===== src/rtl/ibex_alu_stim_seq.sv =====
// LFSR-driven stimulus sequencer and self-checker placed upstream of ibex_alu.
// Optional first-failure capture ports are enabled by defining ALU_STIM_FAIL_CAPTURE_EN.
package ibex_alu_stim_pkg;
  typedef enum logic [6:0] {
    ALU_ADD = 7'd0,
    ALU_SUB = 7'd1,
    ALU_XOR = 7'd2,
    ALU_OR  = 7'd3,
    ALU_AND = 7'd4,
    ALU_LT  = 7'd25,
    ALU_LTU = 7'd26,
    ALU_GE  = 7'd27,
    ALU_GEU = 7'd28,
    ALU_EQ  = 7'd29,
    ALU_NE  = 7'd30
  } alu_op_e;
endpackage

module ibex_alu_stim_seq
  import ibex_alu_stim_pkg::*;
#(
  parameter int unsigned NUM_VEC     = 150,
  parameter int unsigned MAX_VAL     = 20,
  parameter int unsigned HOLD_CYCLES = 1,
  parameter logic [31:0] LFSR_SEED   = 32'hACE1_2026
) (
  input  logic        clk_i,
  input  logic        rst_i,
  input  logic        start_i,
  input  alu_op_e     operator_sel_i,
  input  logic        equal_mode_i,
  output alu_op_e     operator_o,
  output logic [31:0] operand_a_o,
  output logic [31:0] operand_b_o,
  output logic        instr_first_cycle_o,
  output logic        multdiv_sel_o,
  output logic        valid_o,
  input  logic [31:0] result_i,
  input  logic        comparison_result_i,
  input  logic        is_equal_result_i,
  output logic        busy_o,
  output logic        done_o,
  output logic [15:0] vec_count_o,
  output logic [15:0] mismatch_count_o
`ifdef ALU_STIM_FAIL_CAPTURE_EN
  ,
  output logic [15:0] first_fail_idx_o,
  output logic [31:0] first_fail_a_o,
  output logic [31:0] first_fail_b_o,
  output logic        first_fail_vld_o
`endif
);

  localparam logic [31:0] LFSR_TAPS = 32'h8020_0003;
  localparam logic [3:0]  HOLD_LAST = 4'(HOLD_CYCLES - 1);
  localparam logic [15:0] VEC_LAST  = 16'(NUM_VEC - 1);

  typedef enum logic [1:0] {S_IDLE, S_DRIVE, S_DONE} state_e;

  function automatic logic [31:0] lfsr_step(input logic [31:0] s);
    return (s >> 1) ^ (s[0] ? LFSR_TAPS : 32'h0000_0000);
  endfunction

  function automatic logic [7:0] bound_op(input logic [7:0] x);
    return 8'(x % 8'(MAX_VAL)) + 8'd1;
  endfunction

  function automatic logic vec_ok(input alu_op_e op, input logic [31:0] a, input logic [31:0] b,
                                  input logic [31:0] res, input logic cmp, input logic iseq);
    logic ok;
    ok = 1'b1;
    case (op)
      ALU_EQ:  ok = (iseq == (a == b)) && (cmp == (a == b));
      ALU_NE:  ok = (cmp == (a != b));
      ALU_ADD: ok = (res == (a + b));
      ALU_SUB: ok = (res == (a - b));
      ALU_XOR: ok = (res == (a ^ b));
      default: ok = 1'b1;
    endcase
    return ok;
  endfunction

  state_e      r_state;
  logic [31:0] r_lfsr;
  alu_op_e     r_op;
  logic        r_eq;
  logic [7:0]  r_a;
  logic [7:0]  r_b;
  logic        r_valid;
  logic        r_busy;
  logic        r_done;
  logic        r_first;
  logic [3:0]  r_hold;
  logic [15:0] r_vec_cnt;
  logic [15:0] r_mis_cnt;
`ifdef ALU_STIM_FAIL_CAPTURE_EN
  logic [15:0] r_ff_idx;
  logic [31:0] r_ff_a;
  logic [31:0] r_ff_b;
  logic        r_ff_vld;
`endif

  logic [31:0] w_lfsr_step2;
  logic [31:0] w_src;
  logic        w_src_eq;
  logic [7:0]  w_load_a;
  logic [7:0]  w_load_b;
  logic [31:0] w_op_a;
  logic [31:0] w_op_b;
  logic        w_sample;
  logic        w_last;
  logic        w_ok;

  assign w_lfsr_step2 = lfsr_step(lfsr_step(r_lfsr));
  assign w_op_a       = {24'd0, r_a};
  assign w_op_b       = {24'd0, r_b};
  assign w_sample     = (r_state == S_DRIVE) && (r_hold == HOLD_LAST);
  assign w_last       = w_sample && (r_vec_cnt == VEC_LAST);
  assign w_ok         = vec_ok(r_op, w_op_a, w_op_b, result_i, comparison_result_i, is_equal_result_i);

  // Next vector: the first comes from the current LFSR, later ones from the double-stepped state.
  always_comb begin
    w_src    = r_lfsr;
    w_src_eq = equal_mode_i;
    if (r_state == S_DRIVE) begin
      w_src    = w_lfsr_step2;
      w_src_eq = r_eq;
    end else begin
      w_src    = r_lfsr;
      w_src_eq = equal_mode_i;
    end
    w_load_a = bound_op(w_src[7:0]);
    w_load_b = w_src_eq ? w_load_a : bound_op(w_src[15:8]);
  end

  always_ff @(posedge clk_i) begin
    if (rst_i) begin
      r_state   <= S_IDLE;
      r_lfsr    <= LFSR_SEED;
      r_op      <= ALU_ADD;
      r_eq      <= 1'b0;
      r_a       <= 8'd0;
      r_b       <= 8'd0;
      r_valid   <= 1'b0;
      r_busy    <= 1'b0;
      r_done    <= 1'b0;
      r_first   <= 1'b0;
      r_hold    <= 4'd0;
      r_vec_cnt <= 16'd0;
      r_mis_cnt <= 16'd0;
`ifdef ALU_STIM_FAIL_CAPTURE_EN
      r_ff_idx  <= 16'd0;
      r_ff_a    <= 32'd0;
      r_ff_b    <= 32'd0;
      r_ff_vld  <= 1'b0;
`endif
    end else begin
      case (r_state)
        S_IDLE, S_DONE: begin
          if (start_i) begin
            r_state   <= S_DRIVE;
            r_op      <= operator_sel_i;
            r_eq      <= equal_mode_i;
            r_a       <= w_load_a;
            r_b       <= w_load_b;
            r_valid   <= 1'b1;
            r_busy    <= 1'b1;
            r_done    <= 1'b0;
            r_first   <= 1'b1;
            r_hold    <= 4'd0;
            r_vec_cnt <= 16'd0;
            r_mis_cnt <= 16'd0;
`ifdef ALU_STIM_FAIL_CAPTURE_EN
            r_ff_idx  <= 16'd0;
            r_ff_a    <= 32'd0;
            r_ff_b    <= 32'd0;
            r_ff_vld  <= 1'b0;
`endif
          end
        end
        S_DRIVE: begin
          if (w_sample) begin
            r_vec_cnt <= r_vec_cnt + 16'd1;
            r_lfsr    <= w_lfsr_step2;
            if (!w_ok && (r_mis_cnt != 16'hFFFF)) begin
              r_mis_cnt <= r_mis_cnt + 16'd1;
            end
`ifdef ALU_STIM_FAIL_CAPTURE_EN
            if (!w_ok && !r_ff_vld) begin
              r_ff_idx <= r_vec_cnt;
              r_ff_a   <= w_op_a;
              r_ff_b   <= w_op_b;
              r_ff_vld <= 1'b1;
            end
`endif
            // Operands are left untouched on the final vector so they hold in DONE.
            if (w_last) begin
              r_state <= S_DONE;
              r_valid <= 1'b0;
              r_busy  <= 1'b0;
              r_done  <= 1'b1;
              r_first <= 1'b0;
              r_hold  <= 4'd0;
            end else begin
              r_a     <= w_load_a;
              r_b     <= w_load_b;
              r_first <= 1'b1;
              r_hold  <= 4'd0;
            end
          end else begin
            r_hold  <= r_hold + 4'd1;
            r_first <= 1'b0;
          end
        end
        default: r_state <= S_IDLE;
      endcase
    end
  end

  assign operator_o          = r_op;
  assign operand_a_o         = w_op_a;
  assign operand_b_o         = w_op_b;
  assign instr_first_cycle_o = r_first;
  assign multdiv_sel_o       = 1'b0;
  assign valid_o             = r_valid;
  assign busy_o              = r_busy;
  assign done_o              = r_done;
  assign vec_count_o         = r_vec_cnt;
  assign mismatch_count_o    = r_mis_cnt;
`ifdef ALU_STIM_FAIL_CAPTURE_EN
  assign first_fail_idx_o    = r_ff_idx;
  assign first_fail_a_o      = r_ff_a;
  assign first_fail_b_o      = r_ff_b;
  assign first_fail_vld_o    = r_ff_vld;
`endif

endmodule


===== config.mk =====
export PLATFORM = sky130hd
export DESIGN_NAME = ibex_alu_stim_seq
export DESIGN_NICKNAME = d
export VERILOG_FILES = /design/src/rtl/ibex_alu_stim_seq.sv
export SDC_FILE = /design/constraint.sdc
export NUM_CORES = 1
export LEC_CHECK = 0
export CORE_MARGIN = 2
export CORE_UTILIZATION = 52
export CTS_CLUSTER_DIAMETER = 150
export DETAILED_ROUTE_END_ITERATION = 8
export PLACE_DENSITY_LB_ADDON = 0.15
export SYNTH_ARGS = -nofsm -noshare
export SYNTH_HDL_FRONTEND = slang
export SYNTH_SLANG_ARGS = --single-unit

===== constraint.sdc =====
create_clock -name clk_i -period 4.8 [get_ports clk_i]
set_input_delay 0.96 -clock clk_i [delete_from_list [all_inputs] [get_ports clk_i]]
set_output_delay 0.96 -clock clk_i [all_outputs]
set_load 0.1 [all_outputs]

# Word level (Yosys, flattened, before mapping)
# Index checks and enable logic that the tools add are counted.
# word_totals
output_inout_bits,108
in_bits,45
word_cells,101
regBits,97
# op_classes
n_addsub,7
reduce_logical,18
div_mod_pow,2
eq_ne,21
n_mux,38
bitwise,3
# op_table
operator,n
16-bit two-way mux,5
32-bit two-way mux,2
16-bit one-hot mux with 2 select lines,2
31-bit by 32-bit bitwise XOR with 32-bit output,2
8-bit two-way mux,7
16-bit by 1-bit adder with 16-bit output (second input constant),2
32-bit == test,1
32-bit by 8-bit == test with 1-bit output,1
32-bit by 9-bit == test with 1-bit output,1
8-bit one-hot mux with 2 select lines,2
8-bit by 1-bit adder with 8-bit output (second input constant),2
16-bit by 8-bit == test with 1-bit output (second input constant),1
8-bit by 5-bit modulo with 8-bit output (second input constant),2
16-bit inequality test (second input constant),1
7-bit by 5-bit == test with 1-bit output (second input constant),2
4-bit AND reduction,3
8-bit by 8-bit adder with 9-bit output,1
1-bit two-way mux,9
8-bit by 8-bit subtractor with 9-bit output,1
8-bit == test,1
4-bit two-way mux,2
2-bit inequality test (second input constant),4
8-bit inequality test,1
4-bit one-hot mux with 2 select lines,1
other kinds (21),33

# Logic depth before layout (Yosys ltp)
# Gate-level depths: netlist of the first run.
# depth
word_depth,11
mapped_depth,17
mapped_depth_nobuf,15

# Worst setup path after synthesis of the first run
# Ideal clock, no wire load.
# synth_timing
path_kind,register to register
from,reg r_state[0]
to,reg r_b[5]
path_buffers,2
arrival_time_ps,3695
path_stages_with_launch,18
setup_slack_ps,985
path_cell_list,dfxtp_1 -> nor2b_4 -> buf_4 -> buf_2 -> mux2i_1 -> ha_1 -> nor4bb_1 -> mux2_2 -> a211oi_1 -> o311a_1 -> ha_1 -> inv_1 -> a311oi_1 -> a32o_1 -> or3_1 -> mux2i_1 -> xnor2_1 -> o21ai_1
# synth_between
elab_chain_cells,8
word_cells_on_any_way,22
classes_between,add/sub: 2; div: 2; eq/ne: 5; mux: 7; reduce/logical: 6
# synth_rtl
element,line_no,text
from (decl),83,state_e r_state;
from (signal assigned),138,r_state <= S_IDLE;
from (signal assigned),161,r_state <= S_DRIVE;
from (signal assigned),198,r_state <= S_DONE;
2-bit by 1-bit == test with 1-bit output,"117, 125, 158",
16-bit two-way mux,125,if (r_state == S_DRIVE) begin
8-bit by 5-bit modulo with 8-bit output,65,return 8'(x % 8'(MAX_VAL)) + 8'd1;
8-bit by 1-bit adder with 8-bit output,65,
8-bit two-way mux,133,w_load_b = w_src_eq ? w_load_a : bound_op(w_src[15:8]);
8-bit two-way mux,197,if (w_last) begin
8-bit two-way mux,182,if (w_sample) begin
8-bit one-hot mux with 2 select lines,158,case (r_state)
to (signal assigned),165,r_b <= w_load_b;
to (signal assigned),206,r_b <= w_load_b;
to (decl),88,logic [7:0] r_b;
# Several ways; a longest one is shown, not always the timed one. The select of a mux whose other input is x is not followed.
# A chain may end at the register's enable or synchronous reset.

# Worst setup path in the final report of the first run
# layout_timing
from,reg r_state[0]
to,reg r_b[4]
# Same word-level chain as after synthesis.

==> impl_metrics.ini, run 1 <==
[outcome]
status = finished, final reports clean

[grt]
grt_pass1_wl_um = 30500
grt_max_degree = 36
grt_overflow = 0
grt_usage_pct = 25.1
grt_pass1_vias = 6373
grt_antenna_before_repair = 0

[hold_path]
hold_path_class = flop to flop

[die]
pin_count = 153
core_area_um2 = 13700
die_h_um = 122
fp.dieW_um = 122
die-area_um2 = 14800
start_util_pct = 52.5
rows = 43

[power]
powerDensity_nw_per_um2 = 318
peakVddDrop_mv = 0.199
leakagePower_nw = 3.19

[yosys]
ys_ff_latch = 97
synth_ff_type = dfxtp_1
yosys.area.top_type_share_pct = 27.0
yosysMostFrequentCell = nand2_1
synth.area.top_cells = dfxtp_1, nand2_1, a21oi_1, buf_4, ha_1
syn_area_per_cell_um2 = 7.54
synth_cell_types = 77
synth_edf_count = 0
syn_inst = 956
yosys.area.top_type = dfxtp_1
synthTopCellsByCount = nand2_1, dfxtp_1, a21oi_1
ys_seq_area_share_pct = 27.0
ys.warnings.count = 0
async_flop_share_pct = 0
syn_area_um2 = 7200

[clock_network]
cts_buffers = 9
cts.sinks = 97
insertion_delay_ps = 350
htreeDepth = 3
postCtsHoldBufs = 0
cts_root_buf = clkbuf_16
clkTransAtPathRegs_ps = 70
clk_path_buf_depth = 2
post_cts_buffers = 0
cts_resized = 0
cts_tree = yes

[place]
place_ws_ps = 984
hpwlAfterDp_um = 14000
portBuffers = 103
placed_cell_area_um2 = 8110
routabilityCongestion = 0.901

[sta]
min_period_ps = 3840
finalSetupTns_ps = 0
drv_slew = 0
fin_ws_ps = 960
slew-limit-headroom_pct = 30.0
worst_hold_slack_ps = 454
hold_violations = 0
skew_ps = 9.53
period_share_pct = 80.0
tightest_slew_ps = 1050
rsz0062_at_grt = no
fmax_mhz = 260
setup_viol = 0

[finish]
nFillCells = 1312
fin_nets = 1099
final_area_um2 = 8410
syn_to_final_growth_pct = 16.7
diodes = 0
drive_gt1_share_pct = 5.24
final_util_pct = 61.3

[worst_setup_path]
required_ps = 4990
endpoint_kind = flop
critPathKind = flop to flop
critPathLaunchType = flop
crit_arrival_ps = 4030
crit_fanout = 9

[drt]
drt-total-wl_um = 18500
drc = 0
vias = 6931
ant_nets = 0
drt-pass1-iter-count = 5
vias_per_cell = 5.73
routedWlPerCell_um = 15.3
drt_iter0_drc = 461

[flow_run]
maxCapViolations = 0
==> layer usage <==
layer  track usage [%]  up-vias  part of all wire, %
met1              33.1     3216                   46
met4              8.48        0                  2.0
met3              4.35       29                  5.2
met5                 0        -                    0
met2              41.8      205                   47
li1                  -     3481                    -
==> where the power goes <==
| part | internal (mW) | switching, mW | leakage (nW) | total [mW] |
|---|---|---|---|---|
| clock network | 0.411 | 0.330 | 0.145 | 0.741 |
| registers | 0.845 | 0.0585 | 0.791 | 0.904 |
| logic | 0.313 | 0.715 | 2.25 | 1.03 |
| total | 1.57 | 1.10 | 3.19 | 2.67 |
==> stage by stage <==
step	std cells	total power, mW
3_5_place_dp	1194	1.94
2_1_floorplan	1004	1.75
6_report	1210	2.67
5_1_grt	1210	2.81
4_1_cts	1210	2.69
3_3_place_gp	1194	1.94
==> final timing paths <==
path | start | to | slack (ps) | cells past startpoint
hold / removal | r_lfsr[20]$_SDFFE_PP0P_ | r_lfsr[18]$_SDFFE_PP0P_ | 450 | 2
hold reg to reg | r_lfsr[20]$_SDFFE_PP0P_ | r_lfsr[18]$_SDFFE_PP0P_ | 450 | 2
setup / recovery | r_state[0]$_SDFFE_PP0P_ | r_b[4]$_SDFFE_PP0P_ | 960 | 14
setup reg to reg | r_state[0]$_SDFFE_PP0P_ | r_b[4]$_SDFFE_PP0P_ | 960 | 14
==> cells by family after synthesis <==
group                    share of synthesized area [%]
other                                           0.0521
buffers and inverters                             9.85
adder cells (fa/ha/maj)                           5.24
XOR/XNOR                                          4.86
flip-flops                                        27.0
AO/OA/AOI/OAI                                     20.0
AND/OR/NAND/NOR                                   29.4
multiplexers                                      3.66
==> worst max-delay path: stages, from the launching register on <==
cell	delay, ps
dfxtp_1	460
nor2b_4	240
mux2i_1	330
ha_1	250
nor4bb_1	340
mux2_2	240
a211oi_1	70
o311a_1	450
ha_1	230
nand2_1	70
a22oi_1	90
or4_1	520
o21ai_1	140
xnor2_1	150
o221ai_1	110
==> layout make-up <==
| class | count | area (um^2) | area share, % |
|---|---|---|---|
| Clock buffer | 10 | 229 | 2.72 |
| Clock inverter | 6 | 71.3 | 0.848 |
| Inverter | 30 | 113 | 1.34 |
| Multi-Input combinational cell | 775 | 4740 | 56.3 |
| Sequential cell | 97 | 1940 | 23.1 |
| Tap cell | 180 | 225 | 2.68 |
| Timing Repair Buffer | 112 | 1090 | 13.0 |
==> flip-flops by register name, indices dropped and copies added (netlist names) <==
signal               cells
r_lfsr                  32
mismatch_count_o        16
vec_count_o             16
r_a                      8
r_b                      8
operator_o               7
r_hold                   4
r_state                  2
busy_o                   1
done_o                   1
instr_first_cycle_o      1
r_eq                     1
==> placed cells by master, fill, tap and decap left out, types with 4 or more instances in the layout <==
cell type          n
a211oi_1          17
and2_1            10
xor2_1            18
nor4_1            11
nor2b_1            8
nor3_1            17
buf_4              9
dfxtp_1           97
a21oi_1           83
nor4bb_1           6
nand3b_1          10
nand3_1           35
clkbuf_16          9
a311oi_1           4
or2_2              8
o21bai_1           4
o31ai_1            8
nand2b_1          14
nand4_1           21
o41ai_1            4
nor2_1            66
a211o_1            5
nor3b_1            5
or4_1              7
a21o_1             6
nand2_1          132
mux2_2             8
or3_1             20
clkdlybuf4s50_1  102
xnor2_1           22
conb_1            49
o21ai_0           27
mux2i_1           14
inv_1             30
a31oi_1           11
and3_1            18
o21a_1             4
ha_1              27
o21ai_1            9
Power figures use the tool's default switching activity.
==> inputs of run 2 (changes only) <==
--- a/config.mk
+++ b/config.mk
@@ -6,7 +6,7 @@
 export NUM_CORES = 1
 export LEC_CHECK = 0
 export CORE_MARGIN = 2
-export CORE_UTILIZATION = 52
+export CORE_UTILIZATION = 47
 export CTS_CLUSTER_DIAMETER = 150
 export DETAILED_ROUTE_END_ITERATION = 8
 export PLACE_DENSITY_LB_ADDON = 0.15
==> constraint.sdc (replaced) <==
create_clock -name clk_i -period 3.4 [get_ports clk_i]
set_input_delay 0.68 -clock clk_i [delete_from_list [all_inputs] [get_ports clk_i]]
set_output_delay 0.68 -clock clk_i [all_outputs]
set_load 0.1 [all_outputs]
==> run 2 against run 1 <==
Effect of this change:
- highest routed layer unchanged
- cell count increased by 3.3%
- sequential share of layout area fell by 0.35 points
- largest power group unchanged
- combinational power is 47% higher
- clock power up 42%
- power increased by 44%
- worst setup slack got worse by 810 ps
==> impl_metrics.ini, run 2 (synthesized netlist as in run 1, its figures left out) <==
[hold_path]
whs_endpoint = r_lfsr[28]$_SDFFE_PP0P_
whs_path_depth = 2
hold_path_class = flop to flop
hold_start = r_lfsr[30]$_SDFFE_PP0P_

[sta]
period_share_pct = 95.7
rsz0062_at_grt = yes
finalSetupTns_ps = 0
fmax_mhz = 307
skew_ps = 8.30
tightest_slew_ps = 957
fin_ws_ps = 148
hold_violations = 0
slew-limit-headroom_pct = 36.0
min_period_ps = 3250
setup_viol = 0
drv_slew = 0

[place]
place_ws_ps = 144
routabilityCongestion = 0.939
portBuffers = 103
post-place-cells = 1229
hpwlAfterDp_um = 14100

[die]
die-area_um2 = 16300
fp.dieW_um = 128
core_area_um2 = 15100
die_h_um = 128
pin_count = 153
rows = 45
start_util_pct = 47.7

[power]
peakVddDrop_mv = 0.296
leakagePower_nw = 3.46
powerDensity_nw_per_um2 = 445
p_total_mw = 3.84

[grt]
grt_pass1_vias = 6295
grt_max_degree = 40
grt_antenna_before_repair = 2
grt_overflow = 0
grt_usage_pct = 23.0
grt_pass1_wl_um = 30800

[clock_network]
cts_tree = yes
postCtsHoldBufs = 0
cts.sinks = 97
htreeDepth = 3
cts_buffers = 9
clk_path_buf_depth = 2
clkTransAtPathRegs_ps = 70
insertion_delay_ps = 350
cts_root_buf = clkbuf_16

[finish]
largest_reg_flops = 32
drive_gt1_share_pct = 16.0
nFillCells = 1437
final_common_cell = nand2_1
regMostFlops = r_lfsr
instances_no_fill = 1250
syn_to_final_growth_pct = 19.6
final_cell_mix = nand2_1, buf_4, a21oi_1, dfxtp_1, nor2_1
final_util_pct = 57.1
fin_nets = 1130

[worst_setup_path]
crit_fanout = 4
critPathKind = flop to flop
r2r_slack_ps = 150
cpPeakStageDelay_ps = 340
endpoint_kind = flop
rr_endpoint = r_b[5]$_SDFFE_PP0P_
rr_worst_depth = 15
crit_arrival_ps = 3500
critPathSlowestCell = o311a_1
cp_cell_sequence = nor2b_4 -> mux2i_2 -> ha_2 -> nor4bb_4 -> mux2_4 -> a211oi_1 -> o311a_1 -> ha_2 -> inv_1 -> a311oi_1 -> a32o_1 -> or3_1 -> mux2i_1 -> xnor2_1 -> o21ai_1
critPathLaunchType = flop
cp_common_cell = ha_2
required_ps = 3640
worstReg2RegStart = r_state[0]$_SDFFE_PP0P_

[drt]
drc = 0
drt_iter0_drc = 433
routedWlPerCell_um = 14.8
drt-total-wl_um = 18500
vias_per_cell = 5.58
drt-pass1-iter-count = 6
vias = 6981
ant_nets = 0

[flow_run]
maxCapViolations = 0

[outcome]
status = finished, final reports clean
run 2: worst max-delay path by stage:
stage,from,to,slack (ps),depth (start not counted)
2_1_floorplan,r_state[0]$_SDFFE_PP0P_,r_b[5]$_SDFFE_PP0P_,-70,17
3_3_place_gp,r_state[0]$_SDFFE_PP0P_,r_b[5]$_SDFFE_PP0P_,190,15
3_5_place_dp,r_state[0]$_SDFFE_PP0P_,r_b[5]$_SDFFE_PP0P_,140,15
4_1_cts,r_state[0]$_SDFFE_PP0P_,r_b[5]$_SDFFE_PP0P_,130,15
5_1_grt,r_state[0]$_SDFFE_PP0P_,r_b[5]$_SDFFE_PP0P_,-130,15
6_report,r_state[0]$_SDFFE_PP0P_,r_b[5]$_SDFFE_PP0P_,150,15
run 2: area by class of cell:
cell class	instances	area (um^2)	area share [%]
multi-input combinational	775	4820	55.9
sequential	97	1960	22.7
timing repair buffer	143	1180	13.7
clock buffer	10	239	2.77
tap	188	235	2.73
inverter	30	113	1.31
clock inverter	5	63.8	0.741
antenna	2	5.00	0.0581
run 2: through the flow:
stage / instance area, um^2 / hold WS, ps
floorplan: 7470 / 432
finish: 8620 / 448
detailed placement: 8250 / 443
CTS: 8560 / 453
global route: 8620 / 467
global placement: 8250 / 437
run 2: layer usage:
layer / track usage, % / wire, um
met5: 0 / 0
met4: 8.21 / 321
met3: 3.01 / 799
met2: 38.0 / 8770
met1: 30.8 / 8630
run 2: critical path, delay by kind of cell, from the launching register on:
kind | cells | cell delay [ps]
flops | 1 | 330
xor+xnor | 1 | 140
simple gates | 3 | 780
fa+ha+maj | 2 | 420
buf+inv | 1 | 80
compound gates | 5 | 750
mux | 3 | 650
run 2: what timing repair did:
item | 4_1_cts | 5_1_grt
gates resized for setup | 0 | 8
buffers inserted | 0 | 4
setup endpoints to repair | 0 | 9
run 2: report_power, final:
group / total, mW / internal, mW / switching [mW] / leakage [nW]
clock: 1.05 / 0.594 / 0.459 / 0.151
sequential: 1.27 / 1.20 / 0.0737 / 0.796
combinational: 1.51 / 0.477 / 1.04 / 2.52
total: 3.84 / 2.27 / 1.57 / 3.46
==> inputs of run 3 (changes only) <==
--- a/config.mk
+++ b/config.mk
@@ -5,7 +5,7 @@
 export SDC_FILE = /design/constraint.sdc
 export NUM_CORES = 1
 export LEC_CHECK = 0
-export CORE_MARGIN = 2
+export CORE_MARGIN = 1.5
 export CORE_UTILIZATION = 47
 export CTS_CLUSTER_DIAMETER = 150
 export DETAILED_ROUTE_END_ITERATION = 8
==> run 3 against run 2 <==
Effect of this change:
- die area is 1.6% lower
- routed wire length is 1.2% higher
- clock skew is 1.1 ps higher
- maximum frequency is 1.9% lower
==> impl_metrics.ini, run 3 (synthesized netlist as in run 1, its figures left out) <==
[place]
placed_cell_area_um2 = 8250
post-place-cells = 1229
hpwlAfterDp_um = 14200
portBuffers = 103
routabilityCongestion = 0.928

[worst_setup_path]
required_ps = 3620
worstReg2RegStart = r_state[0]$_SDFFE_PP0P_
startpoint = r_state[0]$_SDFFE_PP0P_
endpoint_kind = flop
crit_arrival_ps = 3530
r2r_slack_ps = 90
crit_fanout = 19
critPathLaunchType = flop
critPathKind = flop to flop
rr_worst_depth = 13
rr_endpoint = r_b[4]$_SDFFE_PP0P_

[finish]
largest_reg_flops = 32
drive_gt1_share_pct = 15.7
final_cell_mix = nand2_1, buf_4, a21oi_1, dfxtp_1, nor2_1
final_common_cell = nand2_1
syn_to_final_growth_pct = 18.9
diodes = 0
regMostFlops = r_lfsr
instances_no_fill = 1245
final_area_um2 = 8570
fin_nets = 1128

[grt]
grt_antenna_before_repair = 0
grt_pass1_vias = 6288
grt_usage_pct = 23.3
grt_max_degree = 49
grt_overflow = 0
grt_pass1_wl_um = 30900

[clock_network]
cts_tree = yes
clkTransAtPathRegs_ps = 70
cts.sinks = 97
insertion_delay_ps = 350
cts_buffers = 9
clk_path_buf_depth = 2
cts_root_buf = clkbuf_16
htreeDepth = 3

[drt]
ant_nets = 0
vias = 6973
drc = 0
vias_per_cell = 5.60
drt-pass1-iter-count = 7
routedWlPerCell_um = 15.1
drt-total-wl_um = 18700
drt_iter0_drc = 498

[sta]
hold_violations = 0
slew-limit-headroom_pct = 52.8
worst_hold_slack_ps = 456
tightest_slew_ps = 705
finalSetupTns_ps = 0
rsz0062_at_grt = yes
fmax_mhz = 302
drv_slew = 0
skew_ps = 9.40
min_period_ps = 3310
setup_viol = 0
period_share_pct = 97.5

[die]
core_area_um2 = 15100
rows = 45
fp.dieW_um = 127
start_util_pct = 47.7
die-area_um2 = 16100
die_h_um = 127
pin_count = 153

[hold_path]
hold_start = r_lfsr[19]$_SDFFE_PP0P_
whs_endpoint = r_lfsr[19]$_SDFFE_PP0P_
whs_path_depth = 2
hold_path_class = flop to flop

[outcome]
status = finished, final reports clean

[flow_run]
maxCapViolations = 0

[power]
powerDensity_nw_per_um2 = 434
leakagePower_nw = 3.44
peakVddDrop_mv = 0.256
## run 3: through the flow
stage	power (mW)	worst slack [ps]	util, %
after floorplan	2.49	-66.1	-
after global placement	2.78	127	54.7
after detailed placement	2.78	66.2	54.7
after CTS	3.72	50.6	56.4
after global routing	3.91	-129	56.8
final	3.72	85.3	56.8
## run 3: power by group
| group | switching [mW] | internal (mW) | total, mW |
|---|---|---|---|
| clock network | 0.444 | 0.491 | 0.935 |
| logic | 1.04 | 0.473 | 1.51 |
| registers | 0.0713 | 1.20 | 1.27 |
| total | 1.55 | 2.16 | 3.72 |
## run 3: repair_timing
item,CTS,global route
hold buffers,0,0
gates resized for setup,0,8
setup endpoints to repair,0,10
setup buffers,0,2
endpoints found under the hold margin,0,0
## run 3: cell type report
class	count	area, um^2
Sequential cell	97	1960
Inverter	30	113
Clock buffer	10	229
Multi-Input combinational cell	775	4840
Tap cell	188	235
Fill cell	1457	6520
Clock inverter	4	30.0
Timing Repair Buffer	141	1160
## run 3: worst max-delay path, cell delays in order, from the launching register on
cell and delay, ps:
dfxtp_2 330, nor2b_4 260, buf_4 300, mux2_2 420, xnor2_1 170, a21oi_1 50
o311a_1 380, ha_1 210, nand2_1 70, a22oi_1 110, or4_1 570, o21ai_2 90
xnor2_1 130, o221ai_1 110
## run 3: per-layer routing
| layer | track usage [%] | up-vias | part of all wire [%] | routed length, um |
|---|---|---|---|---|
| li1 | - | 3528 | - | - |
| met1 | 30.9 | 3252 | 47 | 8760 |
| met2 | 39.1 | 171 | 48 | 8920 |
| met3 | 4.18 | 22 | 4.3 | 805 |
| met4 | 6.22 | 0 | 1.4 | 264 |
| met5 | 0 | - | 0 | 0 |
## run 3: worst max-delay path by stage
| stage | endpoint | slack (ps) | cells after the start |
|---|---|---|---|
| after floorplan | r_b[5]$_SDFFE_PP0P_ | -70 | 17 |
| after global placement | r_b[5]$_SDFFE_PP0P_ | 130 | 15 |
| after detailed placement | r_b[5]$_SDFFE_PP0P_ | 70 | 15 |
| after CTS | r_b[5]$_SDFFE_PP0P_ | 50 | 15 |
| after global routing | r_b[5]$_SDFFE_PP0P_ | -130 | 15 |
| final | r_b[4]$_SDFFE_PP0P_ | 90 | 13 |
